## src/rtl/esp32_boot_sequencer.sv

```systemverilog
// ---------------------------------------------------------------------------
// esp32_boot_sequencer
//
// Restarts an ESP32 into normal run or into the serial bootloader by driving
// its EN and strap pins open-drain with timed phases. This replaces the host
// DTR/RTS auto-reset dance: the FPGA pulls EN low, presents the straps,
// releases EN while the straps are still held, and then releases the straps.
//
// Phases: IDLE -> ASSERT (EN low, straps driven)
//              -> STRAP  (EN released, straps still driven)
//              -> DONE   (everything released, one-cycle done pulse) -> IDLE
//
// Parameters:
//   C_en_low_cycles     cycles EN is held low (>= 1)
//   C_strap_hold_cycles cycles straps stay driven after EN release (>= 1)
//
// Ports:
//   clk_25mhz  in   system clock
//   rstn       in   asynchronous active-low reset
//   req        in   start request, honoured only in IDLE
//   boot       in   mode, sampled with req: 1 = bootloader, 0 = normal run
//   abort      in   release all pins and return to IDLE on the next edge
//   busy       out  high in ASSERT and STRAP
//   done       out  one-cycle pulse on normal completion
//   phase      out  0 IDLE, 1 ASSERT, 2 STRAP, 3 DONE
//   en_oe      out  1 = drive wifi_en low
//   gpio0_oe   out  1 = drive wifi_gpio0 low
//   gpio2_oe   out  1 = drive wifi_gpio2 low (mirrors gpio0_oe)
//   gpio12_oe  out  1 = drive wifi_gpio12 low
//
// Build option:
//   ESP32_SEQ_GPIO12_EN  when defined, gpio12_oe is driven in ASSERT and STRAP
//                        regardless of mode (3.3 V flash strap on modules with
//                        an unprogrammed VDD_SDIO fuse). Otherwise it is tied 0.
// ---------------------------------------------------------------------------
module esp32_boot_sequencer #(
    parameter int C_en_low_cycles     = 2500000,
    parameter int C_strap_hold_cycles = 1250000
) (
    input  logic       clk_25mhz,
    input  logic       rstn,
    input  logic       req,
    input  logic       boot,
    input  logic       abort,
    output logic       busy,
    output logic       done,
    output logic [1:0] phase,
    output logic       en_oe,
    output logic       gpio0_oe,
    output logic       gpio2_oe,
    output logic       gpio12_oe
);

    localparam int C_MAX = (C_en_low_cycles > C_strap_hold_cycles) ?
                           C_en_low_cycles : C_strap_hold_cycles;
    localparam int CW    = $clog2(C_MAX + 1);

    localparam logic [CW-1:0] C_EN_LOAD    = CW'(C_en_low_cycles);
    localparam logic [CW-1:0] C_STRAP_LOAD = CW'(C_strap_hold_cycles);
    localparam logic [CW-1:0] C_ONE        = CW'(1);

    // Zero-length phases would make the down-counter meaningless.
    if (C_en_low_cycles < 1) begin : g_bad_en_low
        $error("esp32_boot_sequencer: C_en_low_cycles must be >= 1");
    end
    if (C_strap_hold_cycles < 1) begin : g_bad_strap_hold
        $error("esp32_boot_sequencer: C_strap_hold_cycles must be >= 1");
    end

    // Encoding doubles as the phase output.
    typedef enum logic [1:0] {
        S_IDLE   = 2'd0,
        S_ASSERT = 2'd1,
        S_STRAP  = 2'd2,
        S_DONE   = 2'd3
    } state_t;

    state_t        r_state;
    state_t        w_state_nxt;
    logic [CW-1:0] r_cnt;
    logic [CW-1:0] w_cnt_nxt;
    logic          r_mode;
    logic          w_mode_nxt;

    logic          r_busy;
    logic          r_done;
    logic [1:0]    r_phase;
    logic          r_en_oe;
    logic          r_gpio0_oe;

    logic          w_drive_nxt;
    logic          w_busy_nxt;
    logic          w_done_nxt;
    logic [1:0]    w_phase_nxt;
    logic          w_en_oe_nxt;
    logic          w_gpio0_oe_nxt;

    // -----------------------------------------------------------------------
    // State, counter, mode and registered outputs
    // -----------------------------------------------------------------------
    always_ff @(posedge clk_25mhz or negedge rstn) begin
        if (!rstn) begin
            r_state    <= S_IDLE;
            r_cnt      <= '0;
            r_mode     <= 1'b0;
            r_busy     <= 1'b0;
            r_done     <= 1'b0;
            r_phase    <= 2'd0;
            r_en_oe    <= 1'b0;
            r_gpio0_oe <= 1'b0;
        end else begin
            r_state    <= w_state_nxt;
            r_cnt      <= w_cnt_nxt;
            r_mode     <= w_mode_nxt;
            r_busy     <= w_busy_nxt;
            r_done     <= w_done_nxt;
            r_phase    <= w_phase_nxt;
            r_en_oe    <= w_en_oe_nxt;
            r_gpio0_oe <= w_gpio0_oe_nxt;
        end
    end

    // -----------------------------------------------------------------------
    // Next state / next outputs
    // Outputs are computed from the next state so that the registered pins
    // change on the same edge as the state register.
    // -----------------------------------------------------------------------
    always_comb begin
        w_state_nxt = r_state;
        w_cnt_nxt   = r_cnt;
        w_mode_nxt  = r_mode;

        if (abort) begin
            w_state_nxt = S_IDLE;
            w_cnt_nxt   = '0;
        end else begin
            case (r_state)
                S_IDLE: begin
                    if (req) begin
                        w_state_nxt = S_ASSERT;
                        w_cnt_nxt   = C_EN_LOAD;
                        w_mode_nxt  = boot;
                    end
                end
                S_ASSERT: begin
                    if (r_cnt == C_ONE) begin
                        w_state_nxt = S_STRAP;
                        w_cnt_nxt   = C_STRAP_LOAD;
                    end else begin
                        w_cnt_nxt = r_cnt - C_ONE;
                    end
                end
                S_STRAP: begin
                    if (r_cnt == C_ONE) begin
                        w_state_nxt = S_DONE;
                        w_cnt_nxt   = '0;
                    end else begin
                        w_cnt_nxt = r_cnt - C_ONE;
                    end
                end
                S_DONE: begin
                    // req is deliberately not looked at here: one dead cycle.
                    w_state_nxt = S_IDLE;
                end
                default: begin
                    w_state_nxt = S_IDLE;
                    w_cnt_nxt   = '0;
                end
            endcase
        end

        w_drive_nxt    = (w_state_nxt == S_ASSERT) || (w_state_nxt == S_STRAP);
        w_busy_nxt     = w_drive_nxt;
        w_done_nxt     = (w_state_nxt == S_DONE);
        w_phase_nxt    = w_state_nxt;
        w_en_oe_nxt    = (w_state_nxt == S_ASSERT);
        // gpio0 only moves on IDLE->ASSERT and STRAP->DONE, never with EN.
        w_gpio0_oe_nxt = w_drive_nxt && w_mode_nxt;
    end

    assign busy     = r_busy;
    assign done     = r_done;
    assign phase    = r_phase;
    assign en_oe    = r_en_oe;
    assign gpio0_oe = r_gpio0_oe;
    assign gpio2_oe = r_gpio0_oe;

`ifdef ESP32_SEQ_GPIO12_EN
    logic r_gpio12_oe;

    always_ff @(posedge clk_25mhz or negedge rstn) begin
        if (!rstn) begin
            r_gpio12_oe <= 1'b0;
        end else begin
            r_gpio12_oe <= w_drive_nxt;
        end
    end

    assign gpio12_oe = r_gpio12_oe;
`else
    assign gpio12_oe = 1'b0;
`endif

endmodule

```

## config.mk

```make
export PLATFORM = sky130hd
export DESIGN_NAME = esp32_boot_sequencer
export DESIGN_NICKNAME = d
export VERILOG_FILES = /design/src/rtl/esp32_boot_sequencer.sv
export SDC_FILE = /design/constraint.sdc
export NUM_CORES = 1
export LEC_CHECK = 0
export CORE_MARGIN = 10
export CORE_UTILIZATION = 62
export DETAILED_ROUTE_END_ITERATION = 8
export PLACE_DENSITY = 0.88
export SLEW_MARGIN = 10
export SYNTH_ARGS = -nofsm -noshare
export SYNTH_HDL_FRONTEND = slang
export SYNTH_SLANG_ARGS = --single-unit
```

## constraint.sdc

```tcl
create_clock -name clk_25mhz -period 3.7 [get_ports clk_25mhz]
set_input_delay 0.74 -clock clk_25mhz [delete_from_list [all_inputs] [get_ports clk_25mhz]]
set_output_delay 0.74 -clock clk_25mhz [all_outputs]
set_load 0.02 [all_outputs]
```

Word level (Yosys, flattened, before mapping):

Index checks and enable logic that the tools add are counted.
Widths: inputs -> output; s select.

* muxes and demuxes: 13
* add/subtract/negate cells: 1
* equal/unequal tests: 8
* reduce and logical (&&, ||, !) cells: 5

Operator list (number)
* $mux 22: 4
* $pmux 22 s3: 1
* $eq 22x1->1 const B: 1
* $sub 22x1->22 const B: 1
* $eq 2x2->1 const B: 4
* $mux 2: 4
* $pmux 2 s4: 1
* $eq 2x1->1 const B: 2
* $reduce_bool 4->1: 1
* $mux 1: 3
* $ne 3x3->1 const B: 1
* $logic_not 2->1: 1
* $reduce_and 2->1: 1
* $logic_and 1x1->1: 1
* $logic_or 1x1->1: 1

* register bits: 29
* logic and storage cells: 34
* input port bits: 5

Depth between registers and ports, before layout:

* word-level depth: 7
* mapped depth: 10
* gate-level depth less buffers: 10

Worst setup path after synthesis:

No wires, ideal clock.

* kind: reg-to-reg
* from: register r_cnt[2]
* to: register r_cnt[21]
* required time: 3.576 ns
* path slack: 1.243 ns
* buffers on the path: 1
* arrival: 2.333 ns
* library setup time: 0.124 ns
* period minus slack after synthesis: 2.457 ns
* cell stages (with the launch flop): 7
* path through: dfrtp_1 or4_1 buf_2 or4_1 or3_1 a31o_1 a211o_1

* word-level cells in the longest chain between the ends: 4
* elaborated cells between the ends (all ways): 6
* classes of those cells: 1 x add/sub; 1 x eq/ne; 4 x mux

Ends and longest elaborated chain
* from (decl): line 80 `logic [CW-1:0] r_cnt;`
* from (signal assigned): line 113 `r_cnt <= w_cnt_nxt;`
* $sub 22x1->22 / $eq 22x1->1 (equally long branches)
* $mux 22, on equally long branches: line 154, 146
* $pmux 22 s3 (*): line 137 `case (r_state)`
* $mux 22 (*): line 133 `if (abort) begin`

Mark *: on every way between the ends. The rest lies on a longest branch, timed or not.
A chain may end at the register's enable or synchronous reset.

Final worst setup path:

Ends and elaborated chain as after synthesis.

==> results.md <==
- Filler cells: 216
- Largest delay share family, worst path: simple AND/OR/NAND/NOR gates
- Met3 Use GR: 6.057%
- Simple-gate area share of the yosys netlist: approximately 24%
- Worst setup EP type: register
- Netlist cell types: 45
- Synthesized cell area: 0.001782 mm2
- Worst reg-to-reg path cell count: 5
- Largest net degree at the start of global routing: 30
- Hold path depth: 1
- Startpoint Class: register
- # IOs: 13
- Clk Latency, worst-skew pair: between 0.3 and 0.4 ns
- Die area: 0.005418 mm2
- Layout Skew: 0.007323 ns
- First-pass GRT wire length: 8114 um
- Nets: 226
- Outcome: complete, no violations
- TritonCTS Sinks: 29
- Vias in the first global route: 1640
- Pwr per Cell Area: between 500 and 600 mW/mm2
- Placed Instances: approximately 240
- Routed vias: around 1700
- CTS buffer count: 5
- M1 GR Usage: 23.53%
- Fmax achieved: 0.3564 GHz
- Clock Tree Buf Depth: 2
- Vias per cell: 7.061
- Kind of critical path: register to register
- Endpoints failing hold: 0
- Initial Util: between 60 and 70%
- Post-synth EDFFs: 0
- Drt pass-1 iters: 5
- MaxCap Viol Count: 0
- WP buf/inv: 0
- Site Rows: 19
- CP peak stage delay: 0.69 ns
- Hold WS: around 0.51 ns
- Post-synthesis mux area share: 1.264%
- DR WL/cell: 19.38 um
- Global Route Usage Sum: 18.80%
- Port bufs: 11
- Total setup buffers inserted after CTS: 0
- Sequential cell area fraction in the yosys report: 40.73%
- CTS tree: done
- Die W: roughly 74 um
- Gate Count Post-Synth: 202
- Post-route DRC: 0
- GRT busiest layer: met2
- GP Congestion: 1.004
- Final Cycle Share: 75.82%
- Synth Area in XOR/XNOR: under 10%
- TNS Setup: 0 ns
- Max VDD drop: slightly above 0.4 mV
- Final setup violation count: 0
- Post-CTS Hold Buffers: 0
- Most used DFF post-synth: dfrtp_1
- Seq cells post-synth: 29
- Tmin final: 2.805 ns
- Non-Filler Instances: approximately 250
- Slew HR: 54.05%
- Number of cells on the critical path: 5
- Register area: 725.7 um2
- Most common cell after layout, fill and taps aside: dfrtp_1
- LEAKAGE: 0.8762 nW
- Area Overhead vs Synth: 9.691%
- Largest family of logic cells by synthesized area: simple AND/OR/NAND/NOR gates
- Synth Area in Adders: 5.618%
- Multi-input gate area: 983.4 um2
- Post-DP HPWL: 3467 um
- CP cell instances: or4_1, or4_1, or3_1, a31o_1, a211o_1
- Initial antenna violation count: 0
- RSZ-0062 raised after global routing: false
- Core ar.: 0.002758 mm2
- Asr flop ratio synth: 100.0%
- CP Data Arrival Time: 3.04 ns
- Final ANT Viol Nets: 0
- Die Y: 73.61 um
- Critical path's most frequent cell: or4_1
- Htree depth: 2
- Maximum net fanout on the critical path: 11
- Syn nets: ~220
- Antenna cell count: 0
- Commonest cells after routing, fill and taps aside: 29 x dfrtp_1, 17 x nor3_1, 15 x nor2_1
- Met2 global-route usage: 28.98%
- Share of layout cells above drive strength 1: 6.075%
- Data required time of the worst path: 3.93 ns
- Drt initial violations: 246
- Gr ovfl total: 0
- Post-CTS Resized: 0
- Reg clk slew, reported paths: 0.09 ns
- Warning count from the yosys run: 0
- Clk root buf: clkbuf_4
- Worst slew pin tran: roughly 0.68 ns
- WL final: 4748 um
- Post-synthesis compound-gate area fraction: 22.05%
- Synth Area per Inst: 8.820 um2
- Hold Crit Class: register to register
- Fin. max-slew vios: 0
- CP max-delay cell: or4_1
[stage by stage]
stage	instance area (um2)	util (%)	setup WS, ns	power, mW
CTS	1954	70.87	0.9289	1.010
floorplan	1782	-	1.243	0.7094
global route	1954	70.87	0.7801	1.083
finish	1954	70.87	0.8945	1.021
detailed placement	1903	69.01	0.9360	0.8235
global placement	1903	69.01	0.9231	0.8163
[path summary, 6_finish.rpt]
check	startpoint	endpoint	slack (ns)
setup / recovery	r_cnt[2]	r_cnt[21]	0.89
hold / removal	r_mode	r_mode	0.51
setup reg to reg	r_cnt[2]	r_cnt[21]	0.89
hold reg to reg	r_mode	r_mode	0.51
max in group asynchronous	rstn	gpio0_oe	2.64
min in group asynchronous	rstn	r_cnt[16]	0.78
[per-layer routing]
layer | vias up | share of wire [%]
met5 | - | 0
met4 | 0 | 1.9
met3 | 11 | 11
met2 | 110 | 47
met1 | 817 | 40
li1 | 792 | -
[flip-flops by register name (all words and copies together), names as in the netlist]
signal and count:
busy 1, done 1, en_oe 1, gpio0_oe 1, phase 2, r_cnt 22, r_mode 1
[worst register-to-register path: cells and delay by family, from the launching register on]
| kind | cells | cell delay, ns |
|---|---|---|
| simple gates | 3 | 1.75 |
| compound gates | 2 | 0.51 |
| flops | 1 | 0.45 |
[layout make-up]
class	count	area share, %
well taps	31	1.985
inverters	8	1.536
repair buffers	13	6.402
multi-input cells	156	50.32
clock inverters	2	0.5122
flip-flops and latches	29	37.13
clock buffers	6	2.113
[Yosys cell counts (4+ instances only)]
library cell   n  area (um2)
dfrtp_1       29       725.7
nor3_1        17       85.08
nor2_1        15       56.30
a21oi_1       14       70.07
o21ai_0       13       65.06
nand2_1       11       41.29
ha_1           8       100.1
inv_1          8       30.03
nand3_1        8       40.04
clkbuf_1       6       22.52
or3_1          6       37.54
a211o_1        4       35.03
a31oi_1        4       25.02
o22ai_1        4       25.02
o31ai_1        4       30.03
or4_1          4       30.03
[where the power goes]
part / switching [mW] / total (mW) / leakage [nW] / internal (mW)
combinational: 0.273 / 0.430 / 0.454 / 0.157
sequential: 0.0472 / 0.404 / 0.390 / 0.357
clock: 0.115 / 0.187 / 0.0320 / 0.0722
[logic make-up after synthesis]
kind of cell             count (synthesis)
AND/OR/NAND/NOR                         81
AO/OA/AOI/OAI                           60
flip-flops                              29
buffers and inverters                   17
adder cells (fa/ha/maj)                  8
XOR/XNOR                                 4
multiplexers                             2
other                                    1
Power figures use the tool's default switching activity.
